==> config.mk <==
export PLATFORM = sky130hd
export DESIGN_NAME = vec_cache_sram_rdata_collector_flat
export DESIGN_NICKNAME = d
export VERILOG_FILES = /design/src/rtl/vector_cache_pkg.sv /design/src/rtl/vec_cache_sram_rdata_collector_if.sv /design/src/rtl/vec_cache_rdata_fifo.sv /design/src/rtl/vec_cache_sram_rdata_collector.sv /design/src/flat_wrapper.sv
export SDC_FILE = /design/constraint.sdc
export NUM_CORES = 1
export LEC_CHECK = 0
export BUFFER_PORTS_ARGS = -buffer_cell sky130_fd_sc_hd__buf_2
export CAP_MARGIN = 40
export CORE_UTILIZATION = 55
export DETAILED_ROUTE_END_ITERATION = 10
export GPL_TIMING_DRIVEN = 0
export PLACE_DENSITY_LB_ADDON = 0.25
export SLEW_MARGIN = 0
export SYNTH_ARGS = -nofsm -noshare
export SYNTH_HDL_FRONTEND = slang
export SYNTH_SLANG_ARGS = --single-unit
==> constraint.sdc <==
create_clock -name clk -period 6 [get_ports clk]
set_input_delay 0.9 -clock clk [delete_from_list [all_inputs] [get_ports clk]]
set_output_delay 0.9 -clock clk [all_outputs]
set_load 0.005 [all_outputs]
==> src/rtl/vector_cache_pkg.sv <==
`default_nettype none
// ============================================================================
// Module      : vector_cache_pkg
// Description : Shared constants and the response record for the vector-cache
//               SRAM read-data collector.
// Revision    : 1.0 - initial release
// ============================================================================
package vector_cache_pkg;

  localparam int VEC_SRAM_RD_LAT      = 2;
  localparam int VEC_RDATA_FIFO_DEPTH = 4;
  localparam int VEC_RDATA_TAG_W      = 6;

  // One response as presented to the consumer
  typedef struct packed {
    logic [VEC_RDATA_TAG_W-1:0] tag;
    logic [31:0]                data;
  } vec_rdata_rsp_t;

endpackage
`default_nettype wire

==> src/rtl/vec_cache_sram_rdata_collector_if.sv <==
`default_nettype none
// ============================================================================
// Module      : vec_cache_sram_rdata_collector_if
// Description : Per-channel bundle: SRAM read issue/return, credit back to the
//               read scheduler and the valid/ready response stream.
//               master = scheduler/SRAM/consumer side, slave = collector.
// Revision    : 1.0 - initial release
// ============================================================================
interface vec_cache_sram_rdata_collector_if
  import vector_cache_pkg::*;
#(
  parameter int TAG_W = VEC_RDATA_TAG_W
);
  logic             read_vld;
  logic [TAG_W-1:0] rd_tag;
  logic [31:0]      rd_data;
  logic             issue_rdy;
  logic             rsp_vld;
  logic [31:0]      rsp_data;
  logic [TAG_W-1:0] rsp_tag;
  logic             rsp_rdy;

  modport master (
    output read_vld, rd_tag, rd_data, rsp_rdy,
    input  issue_rdy, rsp_vld, rsp_data, rsp_tag
  );

  modport slave (
    input  read_vld, rd_tag, rd_data, rsp_rdy,
    output issue_rdy, rsp_vld, rsp_data, rsp_tag
  );
endinterface
`default_nettype wire

==> src/rtl/vec_cache_rdata_fifo.sv <==
`default_nettype none
// ============================================================================
// Module      : vec_cache_rdata_fifo
// Description : Small synchronous FIFO with registered head. Pointers carry one
//               extra wrap bit; full/empty come from comparing it. The caller
//               only issues legal pushes/pops.
// Revision    : 1.0 - initial release
// ============================================================================
module vec_cache_rdata_fifo #(
  parameter int DEPTH = 4,
  parameter int DW    = 38
) (
  input  wire logic          clk,
  input  wire logic          rst_n,
  input  wire logic          i_push,
  input  wire logic [DW-1:0] i_wdata,
  input  wire logic          i_pop,
  output logic               o_full,
  output logic               o_empty,
  output logic [DW-1:0]      o_head
);
  localparam int AW = $clog2(DEPTH);

  logic [AW:0]   r_wr_ptr;
  logic [AW:0]   r_rd_ptr;
  logic [DW-1:0] r_mem [DEPTH];

  assign o_empty = (r_wr_ptr == r_rd_ptr);
  assign o_full  = (r_wr_ptr[AW] != r_rd_ptr[AW]) &&
                   (r_wr_ptr[AW-1:0] == r_rd_ptr[AW-1:0]);
  assign o_head  = r_mem[r_rd_ptr[AW-1:0]];

  // Pointer advance with natural wrap
  always_ff @(posedge clk or negedge rst_n) begin
    if (!rst_n) begin
      r_wr_ptr <= '0;
      r_rd_ptr <= '0;
    end else begin
      if (i_push) r_wr_ptr <= r_wr_ptr + 1'b1;
      if (i_pop)  r_rd_ptr <= r_rd_ptr + 1'b1;
    end
  end

  // Storage; cleared so the head reads zero straight out of reset
  always_ff @(posedge clk or negedge rst_n) begin
    if (!rst_n) begin
      for (int i = 0; i < DEPTH; i++) r_mem[i] <= '0;
    end else if (i_push) begin
      r_mem[r_wr_ptr[AW-1:0]] <= i_wdata;
    end
  end
endmodule
`default_nettype wire

==> src/rtl/vec_cache_sram_rdata_collector.sv <==
`default_nettype none
// ============================================================================
// Module      : vec_cache_sram_rdata_collector
// Description : Two independent channels. Each tracks SRAM reads through a
//               RD_LAT-deep {vld,tag} pipe, captures landing data into a
//               response FIFO, and grants issue credits so un-stallable SRAM
//               data always has a slot. Shared sticky overflow flag.
//               Option macro VEC_CACHE_RDATA_BYPASS_EN: landing data skips the
//               FIFO when it is empty and the consumer is ready.
// Revision    : 1.0 - initial release
// ============================================================================
module vec_cache_sram_rdata_collector
  import vector_cache_pkg::*;
#(
  parameter int RD_LAT     = VEC_SRAM_RD_LAT,
  parameter int FIFO_DEPTH = VEC_RDATA_FIFO_DEPTH,
  parameter int TAG_W      = VEC_RDATA_TAG_W
) (
  input  wire logic                       clk,
  input  wire logic                       rst_n,
  vec_cache_sram_rdata_collector_if.slave ch0,
  vec_cache_sram_rdata_collector_if.slave ch1,
  output logic                            o_ovf_err
);
  localparam int            CW      = $clog2(FIFO_DEPTH + 1);
  localparam int            DW      = TAG_W + 32;
  localparam logic [CW-1:0] C_DEPTH = CW'(FIFO_DEPTH);

  logic [1:0]       w_read_vld, w_rsp_rdy, w_issue_rdy, w_rsp_vld, w_ovf;
  logic [TAG_W-1:0] w_rd_tag  [2];
  logic [TAG_W-1:0] w_rsp_tag [2];
  logic [31:0]      w_rd_data [2];
  logic [31:0]      w_rsp_data[2];
  logic             r_ovf_err;

  assign w_read_vld = {ch1.read_vld, ch0.read_vld};
  assign w_rsp_rdy  = {ch1.rsp_rdy,  ch0.rsp_rdy};
  assign w_rd_tag[0]  = ch0.rd_tag;
  assign w_rd_tag[1]  = ch1.rd_tag;
  assign w_rd_data[0] = ch0.rd_data;
  assign w_rd_data[1] = ch1.rd_data;

  assign ch0.issue_rdy = w_issue_rdy[0];
  assign ch0.rsp_vld   = w_rsp_vld[0];
  assign ch0.rsp_data  = w_rsp_data[0];
  assign ch0.rsp_tag   = w_rsp_tag[0];
  assign ch1.issue_rdy = w_issue_rdy[1];
  assign ch1.rsp_vld   = w_rsp_vld[1];
  assign ch1.rsp_data  = w_rsp_data[1];
  assign ch1.rsp_tag   = w_rsp_tag[1];

  for (genvar c = 0; c < 2; c++) begin : g_ch
    logic [RD_LAT-1:0] r_pipe_vld;
    logic [TAG_W-1:0]  r_pipe_tag [RD_LAT];
    logic [CW-1:0]     r_outstanding;
    logic              w_land, w_byp, w_push, w_pop, w_hs, w_full, w_empty;
    logic [DW-1:0]     w_head;

    // Latency pipe: stage RD_LAT-1 is valid exactly when the SRAM data lands
    always_ff @(posedge clk or negedge rst_n) begin
      if (!rst_n) begin
        r_pipe_vld <= '0;
        for (int s = 0; s < RD_LAT; s++) r_pipe_tag[s] <= '0;
      end else begin
        r_pipe_vld[0] <= w_read_vld[c];
        r_pipe_tag[0] <= w_rd_tag[c];
        for (int s = 1; s < RD_LAT; s++) begin
          r_pipe_vld[s] <= r_pipe_vld[s-1];
          r_pipe_tag[s] <= r_pipe_tag[s-1];
        end
      end
    end

    assign w_land = r_pipe_vld[RD_LAT-1];

`ifdef VEC_CACHE_RDATA_BYPASS_EN
    assign w_byp = w_land & w_empty & w_rsp_rdy[c];
`else
    assign w_byp = 1'b0;
`endif

    // Pop frees the slot first, so a full FIFO can take a push on a pop cycle
    assign w_pop  = w_rsp_rdy[c] & ~w_empty;
    assign w_push = w_land & ~w_byp & (~w_full | w_pop);
    assign w_hs   = w_rsp_vld[c] & w_rsp_rdy[c];

    vec_cache_rdata_fifo #(
      .DEPTH (FIFO_DEPTH),
      .DW    (DW)
    ) u_fifo (
      .clk     (clk),
      .rst_n   (rst_n),
      .i_push  (w_push),
      .i_wdata ({r_pipe_tag[RD_LAT-1], w_rd_data[c]}),
      .i_pop   (w_pop),
      .o_full  (w_full),
      .o_empty (w_empty),
      .o_head  (w_head)
    );

    assign w_rsp_vld[c]  = ~w_empty | w_byp;
    assign w_rsp_data[c] = ~w_empty ? w_head[31:0] :
                           (w_byp ? w_rd_data[c] : 32'd0);
    assign w_rsp_tag[c]  = ~w_empty ? w_head[DW-1:32] :
                           (w_byp ? r_pipe_tag[RD_LAT-1] : '0);

    // Credits = reads in flight + FIFO occupancy; saturate rather than wrap
    always_ff @(posedge clk or negedge rst_n) begin
      if (!rst_n) begin
        r_outstanding <= '0;
      end else if (w_read_vld[c] && !w_hs) begin
        if (r_outstanding != C_DEPTH) r_outstanding <= r_outstanding + 1'b1;
      end else if (!w_read_vld[c] && w_hs && (r_outstanding != '0)) begin
        r_outstanding <= r_outstanding - 1'b1;
      end
    end

    assign w_issue_rdy[c] = (r_outstanding < C_DEPTH);
    assign w_ovf[c]       = w_read_vld[c] & ~w_issue_rdy[c];
  end

  // Sticky overflow: any channel issuing without a credit
  always_ff @(posedge clk or negedge rst_n) begin
    if (!rst_n)      r_ovf_err <= 1'b0;
    else if (|w_ovf) r_ovf_err <= 1'b1;
  end

  assign o_ovf_err = r_ovf_err;
endmodule
`default_nettype wire

==> src/flat_wrapper.sv <==
// flat-port wrapper written by rule: the top's interface ports become plain ports
module vec_cache_sram_rdata_collector_flat import vector_cache_pkg::*;
#(
  parameter int RD_LAT     = VEC_SRAM_RD_LAT,
  parameter int FIFO_DEPTH = VEC_RDATA_FIFO_DEPTH,
  parameter int TAG_W      = VEC_RDATA_TAG_W
)
  (clk, rst_n, o_ovf_err, ch0_read_vld, ch0_rd_tag, ch0_rd_data, ch0_rsp_rdy, ch0_issue_rdy, ch0_rsp_vld, ch0_rsp_data, ch0_rsp_tag, ch1_read_vld, ch1_rd_tag, ch1_rd_data, ch1_rsp_rdy, ch1_issue_rdy, ch1_rsp_vld, ch1_rsp_data, ch1_rsp_tag);
  vec_cache_sram_rdata_collector_if #(.TAG_W(TAG_W)) ch0_i ();
  vec_cache_sram_rdata_collector_if #(.TAG_W(TAG_W)) ch1_i ();
  input  wire logic clk;
  input  wire logic rst_n;
  output logic o_ovf_err;
  input wire logic [$bits(ch0_i.read_vld)-1:0] ch0_read_vld;
  input wire logic [$bits(ch0_i.rd_tag)-1:0] ch0_rd_tag;
  input wire logic [$bits(ch0_i.rd_data)-1:0] ch0_rd_data;
  input wire logic [$bits(ch0_i.rsp_rdy)-1:0] ch0_rsp_rdy;
  output wire logic [$bits(ch0_i.issue_rdy)-1:0] ch0_issue_rdy;
  output wire logic [$bits(ch0_i.rsp_vld)-1:0] ch0_rsp_vld;
  output wire logic [$bits(ch0_i.rsp_data)-1:0] ch0_rsp_data;
  output wire logic [$bits(ch0_i.rsp_tag)-1:0] ch0_rsp_tag;
  input wire logic [$bits(ch1_i.read_vld)-1:0] ch1_read_vld;
  input wire logic [$bits(ch1_i.rd_tag)-1:0] ch1_rd_tag;
  input wire logic [$bits(ch1_i.rd_data)-1:0] ch1_rd_data;
  input wire logic [$bits(ch1_i.rsp_rdy)-1:0] ch1_rsp_rdy;
  output wire logic [$bits(ch1_i.issue_rdy)-1:0] ch1_issue_rdy;
  output wire logic [$bits(ch1_i.rsp_vld)-1:0] ch1_rsp_vld;
  output wire logic [$bits(ch1_i.rsp_data)-1:0] ch1_rsp_data;
  output wire logic [$bits(ch1_i.rsp_tag)-1:0] ch1_rsp_tag;
  assign ch0_i.read_vld = ch0_read_vld;
  assign ch0_i.rd_tag = ch0_rd_tag;
  assign ch0_i.rd_data = ch0_rd_data;
  assign ch0_i.rsp_rdy = ch0_rsp_rdy;
  assign ch0_issue_rdy = ch0_i.issue_rdy;
  assign ch0_rsp_vld = ch0_i.rsp_vld;
  assign ch0_rsp_data = ch0_i.rsp_data;
  assign ch0_rsp_tag = ch0_i.rsp_tag;
  assign ch1_i.read_vld = ch1_read_vld;
  assign ch1_i.rd_tag = ch1_rd_tag;
  assign ch1_i.rd_data = ch1_rd_data;
  assign ch1_i.rsp_rdy = ch1_rsp_rdy;
  assign ch1_issue_rdy = ch1_i.issue_rdy;
  assign ch1_rsp_vld = ch1_i.rsp_vld;
  assign ch1_rsp_data = ch1_i.rsp_data;
  assign ch1_rsp_tag = ch1_i.rsp_tag;
  vec_cache_sram_rdata_collector #(.RD_LAT(RD_LAT), .FIFO_DEPTH(FIFO_DEPTH), .TAG_W(TAG_W)) u_core (.clk(clk), .rst_n(rst_n), .ch0(ch0_i), .ch1(ch1_i), .o_ovf_err(o_ovf_err));
endmodule
Yosys cells after proc, flatten, opt, wreduce, memory -nomap -nowiden
Index checks and enable logic that the tools add are counted.
{ "totals": {"reg_bits": 351, "latchBits": 0, "ram_bits": 0, "mem_bits_ro": 0, "elab_cells": 108, "memories": 0} }
{ "classes": {"addsub": 8, "mul": 0, "div_mod_pow": 0, "order_cmp": 8, "eq_ne": 10, "shifts": 0, "muxes": 22, "n_bitwise": 18, "n_reduce_logical": 21} }
{ "ops": {"columns": ["operator", "count"], "rows": [
  ["$bwmux 152", 2],
  ["$mux 38", 6],
  ["$bmux 38 s2", 2],
  ["$demux 38 s2", 2],
  ["$mux 32", 2],
  ["$add 3x1->3 const B", 6],
  ["$mux 3", 6],
  ["$ge 3x3->1 const B", 4],
  ["$mux 6", 2],
  ["$not 2->3", 4],
  ["$logic_and 1x1->1", 10],
  ["$and 1x1->1", 6],
  ["$eq 3x3->1", 2],
  ["$lt 3x1->1 const B", 2],
  ["$lt 3x3->1 const B", 2],
  ["$ne 3x3->1 const B", 2],
  ["$not 1->1", 6],
  ["$reduce_bool 3->1", 2],
  ["$sub 3x1->3 const B", 2],
  ["$eq 2x2->1", 2],
  ["$logic_not 1->1", 4],
  ["$ne 2x2->1 const B", 2],
  ["$reduce_and 2->1", 2],
  ["$reduce_bool 2->1", 2],
  ["3 further kinds", 5]
]} }

Logic depth before layout (Yosys ltp)
{ "logic_depth": {"word_depth": 7, "mapped_depth": 8, "depth_no_buf": 7} }

By module
Synthesis repeated with hierarchy kept, for this count alone.
{ "unflattened": {"hier_cells": 970, "area_unflattened_um2": 16215.6} }
{ "modules_own_cells": {"columns": ["mod", "n_inst", "cells_each", "area_per_inst_um2"], "rows": [
  ["vec_cache_rdata_fifo", 2, 398, 7205.7],
  ["vec_cache_sram_rdata_collector", 1, 174, 1804.2]
]} }

Worst setup path before layout
No wires, ideal clock.
{ "synth_path": {"path_type": "register -> output", "from": "reg u_core.g_ch[0].u_fifo.r_rd_ptr[0]", "to": "out ch0_rsp_data[24]", "arrival_ps": 1792, "t_required_ps": 5100, "setup_slack_ps": 3308, "stages_incl_launch_ff": 6, "cell_sequence": "dfrtp_1 -> clkbuf_1 -> buf_2 -> buf_2 -> mux4_2 -> and2_1"} }
{ "synth_between": {"elab_chain_len": 5} }
{ "synth_lines": {"columns": ["item", "line_no", "source"], "rows": [
  ["from (decl)", "vec_cache_rdata_fifo.sv:25", "logic [AW:0] r_rd_ptr;"],
  ["from (signal assigned)", "vec_cache_rdata_fifo.sv:40", "if (i_pop) r_rd_ptr <= r_rd_ptr + 1'b1;"],
  ["$not 2->3 (not written as such)", "vec_cache_rdata_fifo.sv:31", "assign o_head = r_mem[r_rd_ptr[AW-1:0]];"],
  ["$bmux 38 s2", "vec_cache_rdata_fifo.sv:31", null],
  ["$mux 38 (not written as such) (2 in series)", "vec_cache_rdata_fifo.sv:31", null],
  ["$mux 32 *", "vec_cache_sram_rdata_collector.sv:102", "assign w_rsp_data[c] = ~w_empty ? w_head[31:0] :"],
  ["to (decl)", "flat_wrapper.sv:20", "output wire logic [$bits(ch0_i.rsp_data)-1:0] ch0_rsp_data;"]
]} }
Mark *: on every way between the ends. The rest lies on a longest branch, timed or not. The select of a mux whose other input is x is not followed.

Final worst setup path
{ "layout_path": {"from": "reg u_core.g_ch[1].u_fifo.r_rd_ptr[1]", "to": "out ch1_rsp_data[27]"} }
{ "layout_between": {"elab_chain_len": 5} }
{ "layout_lines": {"columns": ["item", "line_no", "source"], "rows": [
  ["from (decl)", "vec_cache_rdata_fifo.sv:25", null],
  ["from (signal assigned)", "vec_cache_rdata_fifo.sv:40", null],
  ["$not 2->3 (not written as such)", "vec_cache_rdata_fifo.sv:31", null],
  ["$bmux 38 s2", "vec_cache_rdata_fifo.sv:31", null],
  ["$mux 38 (not written as such) (2 in series)", "vec_cache_rdata_fifo.sv:31", null],
  ["$mux 32 *", "vec_cache_sram_rdata_collector.sv:102", null],
  ["to (decl)", "flat_wrapper.sv:28", "output wire logic [$bits(ch1_i.rsp_data)-1:0] ch1_rsp_data;"]
]} }
Marks and branches as above.

==> flow_summary.yaml <==
floorplan:
  num_rows: 62
  die_h_um: 173
  initial_core_util_pct: 55.9
  ios: 163
  core_area_sq_um: 28600
  die-area_sq_um: 29800
  die_w_um: 173
synth:
  yosysTopAreaCell: "dfrtp_1"
  synth_edf_count: 0
  synth.area.top_cells: "dfrtp_1 55%, mux2_2 17%, mux4_2 11%, mux2_4 6.6%, and2_1 3.1%"
  yosysWarnings: 0
  synth_cell_type_count: 35
  yosys-top-cells-count: "351 x dfrtp_1, 236 x mux2_2, 78 x and2_1"
  synth.most_common_cell: "dfrtp_1"
  synthesis.area_sq_um: 16000
  post_synth.cell_area_avg_sq_um: 16.5
  netlist_instances: 970
  syn_nets: 1064
  yosys.area.top_type_share_pct: 54.9
  synth-seq-cells: 351
  synthArstFlopShare_pct: 100
  synth_flop_cell: "dfrtp_1"
  seq_area_frac_synth_pct: 54.9
sta:
  worst_slack_ns: 2.23
  worstMarginPinSlew_ns: 0.766
  rsz0062_at_grt: "no"
  fin_worst_skew_ns: 0.0133
  hold_violations: 0
  slew_viol_final: 0
  setup_tns_ns: 0
  setup_violations: 0
  min_period_ns: 3.77
  slew_headroom_pct: 49.0
  fmax_mhz: 265
  fin_crit_sh_pct: 62.8
route:
  wl_per_cell_um: 19.5
  via_per_inst: 5.51
  drt_first_pass_iters: 4
  vias: 8750
  drtIter0Drc: 400
  drc: 0
  drtAntennaViolNets: 0
  drt-total-wl_mm: 31.0
critical_path:
  ff2ff_path_depth: 8
  path_cells: "clkbuf_1 -> clkbuf_1 -> mux4_2 -> and2_1 -> buf_2"
  r2r_end: "u_core.g_ch[1].r_outstanding[2]"
  worstPathRequired_ns: 5.10
  critPathArrivalTime_ns: 2.87
  path_delay_family: "buffers and inverters"
  cp-start-kind: "flip-flop"
  critPathCaptureType: "output pin"
  ff2ff_setup_slack_ns: 3.48
  crit_top_cell: "clkbuf_1"
  cp.depth: 5
  worstPathMaxFanout: 10
  worstSetupPathType: "reg -> out"
  slowest_stage: "clkbuf_1"
  crit_buf_inv: 3
  cpPeakStageDelay_ns: 0.65
  r2r-start: "u_core.g_ch[1].u_fifo.r_rd_ptr[0]"
outcome:
  status: "completed"
cts:
  cts_max_level: 2
  ctsHoldBuffers: 0
  cts-resized-gates: 0
  post_cts_buffers: 0
  root_buffer: "clkbuf_16"
  numCtsBuffers: 39
  clk_latency_ns: 0.52
  clk_pin_slew_ns: 0.06
  clockBufferDepth: 3
  cts.sinks: 351
  tritoncts: "yes"
placed_design:
  gp_congestion: 0.757
  pre_cts_ws_ns: 2.78
  io_buffers: 162
  dp_hpwl_mm: 20.4
layout:
  multi_input_area_sq_um: 6660
  regArea_sq_um: 8780
  final_nets: 1271
  syn_to_final_growth_pct: 16.7
  drive_above_1_share_pct: 54.5
  fin_util_pct: 65.2
  fillCellCount: 2079
global_routing:
  grt_overflow: 0
  track_usage_pct: 22.0
  antenna_found_initial: 4
  grt_pass1_vias: 9685
  grt_pass1_wl_mm: 51.9
  grt_max_degree: 120
hold_path:
  hp-class: "in -> async"
flow_run:
  drv_cap: 0
power:
  powerDensity_nw_per_um2: 620
  ir_worst_vdd_mv: 0.360
  cellLeakagePower_nw: 8.44
-- through the flow --
stage	hold slack, ns	power (mW)	cell area [sq um]	cells
after detailed placement	0.336	9.32	17400	1520
after CTS	0.280	11.7	18700	1585
final	0.281	11.6	18700	1588
after global placement	0.332	9.14	17300	1516
after floorplan	0.331	7.71	16000	970
after global routing	0.294	12.3	18700	1586
-- sequential cells by signal, summed over array words and instances, names as in the netlist --
register / count
u_core.g_ch.u_fifo.r_wr_ptr: 6
u_core.o_ovf_err: 1
u_core.g_ch.r_outstanding: 6
u_core.g_ch.u_fifo.r_rd_ptr: 6
u_core.g_ch.r_pipe_vld: 4
u_core.g_ch.r_pipe_tag: 24
u_core.g_ch.u_fifo.r_mem: 304
-- where the power goes --
part | switching, mW | internal (mW) | total (mW)
registers | 0.603 | 3.51 | 4.11
logic | 2.00 | 3.12 | 5.13
clock network | 0.909 | 1.43 | 2.34
-- cell usage in the layout, fill, tap and decap left out, drive strengths merged --
cell | netlist | final
a211oi | 2 | 2
ha | 10 | 10
mux2i | 2 | 2
clkinv | 0 | 2
a221oi | 2 | 2
buf | 41 | 207
inv | 8 | 8
or3 | 4 | 4
and2 | 78 | 78
nor2b | 2 | 2
nand3 | 2 | 2
xor2 | 6 | 6
mux4 | 76 | 76
a221o | 2 | 2
o41a | 2 | 2
bufinv | 0 | 1
clkinvlp | 0 | 1
mux2 | 306 | 306
xnor2 | 12 | 12
o31ai | 2 | 2
dfrtp | 351 | 351
nor4 | 4 | 4
o21ai | 5 | 5
o32a | 2 | 2
nor2 | 10 | 10
clkbuf | 20 | 81
nor3 | 4 | 4
nand2 | 12 | 12
fa | 2 | 2
diode | 0 | 3
a21oi | 3 | 3
-- area by class of cell --
type / count / share of cell area (%)
Sequential cell: 351 / 47.1
Clock buffer: 61 / 6.54
Buffer: 61 / 2.76
Antenna cell: 3 / 0.0402
Inverter: 8 / 0.161
Multi-Input combinational cell: 550 / 35.7
Tap cell: 384 / 2.57
Timing Repair Buffer: 166 / 4.92
Clock inverter: 4 / 0.255
-- per-layer routing --
layer / share of wire (%) / track usage, % / up-vias
li1: - / - / 3943
met5: 0.10 / 0 / -
met3: 4.4 / 4.44 / 60
met2: 51 / 36.9 / 169
met4: 2.4 / 7.18 / 4
met1: 43 / 28.7 / 4574
-- kinds of logic after synthesis --
group                      synth area share [%]
muxes                                      34.0
and+or+nand+nor                            4.33
xor gates and xnor gates                   1.03
adders and majority gates                  1.03
buffers and inverters                      3.41
AOI/OAI and AO/OA                          1.24
DFF                                        54.9
-- worst max path at each step --
stage / start / end
after floorplan: u_core.g_ch[0].u_fifo.r_rd_ptr[0] / ch0_rsp_data[24]
after global placement: rst_n / u_core.g_ch[1].u_fifo.r_mem[123]
after detailed placement: u_core.g_ch[1].u_fifo.r_rd_ptr[1] / ch1_rsp_data[27]
after CTS: u_core.g_ch[1].u_fifo.r_rd_ptr[1] / ch1_rsp_data[27]
after global routing: u_core.g_ch[1].u_fifo.r_rd_ptr[1] / ch1_rsp_data[27]
final: u_core.g_ch[1].u_fifo.r_rd_ptr[1] / ch1_rsp_data[27]
Power figures use the tool's default switching activity.
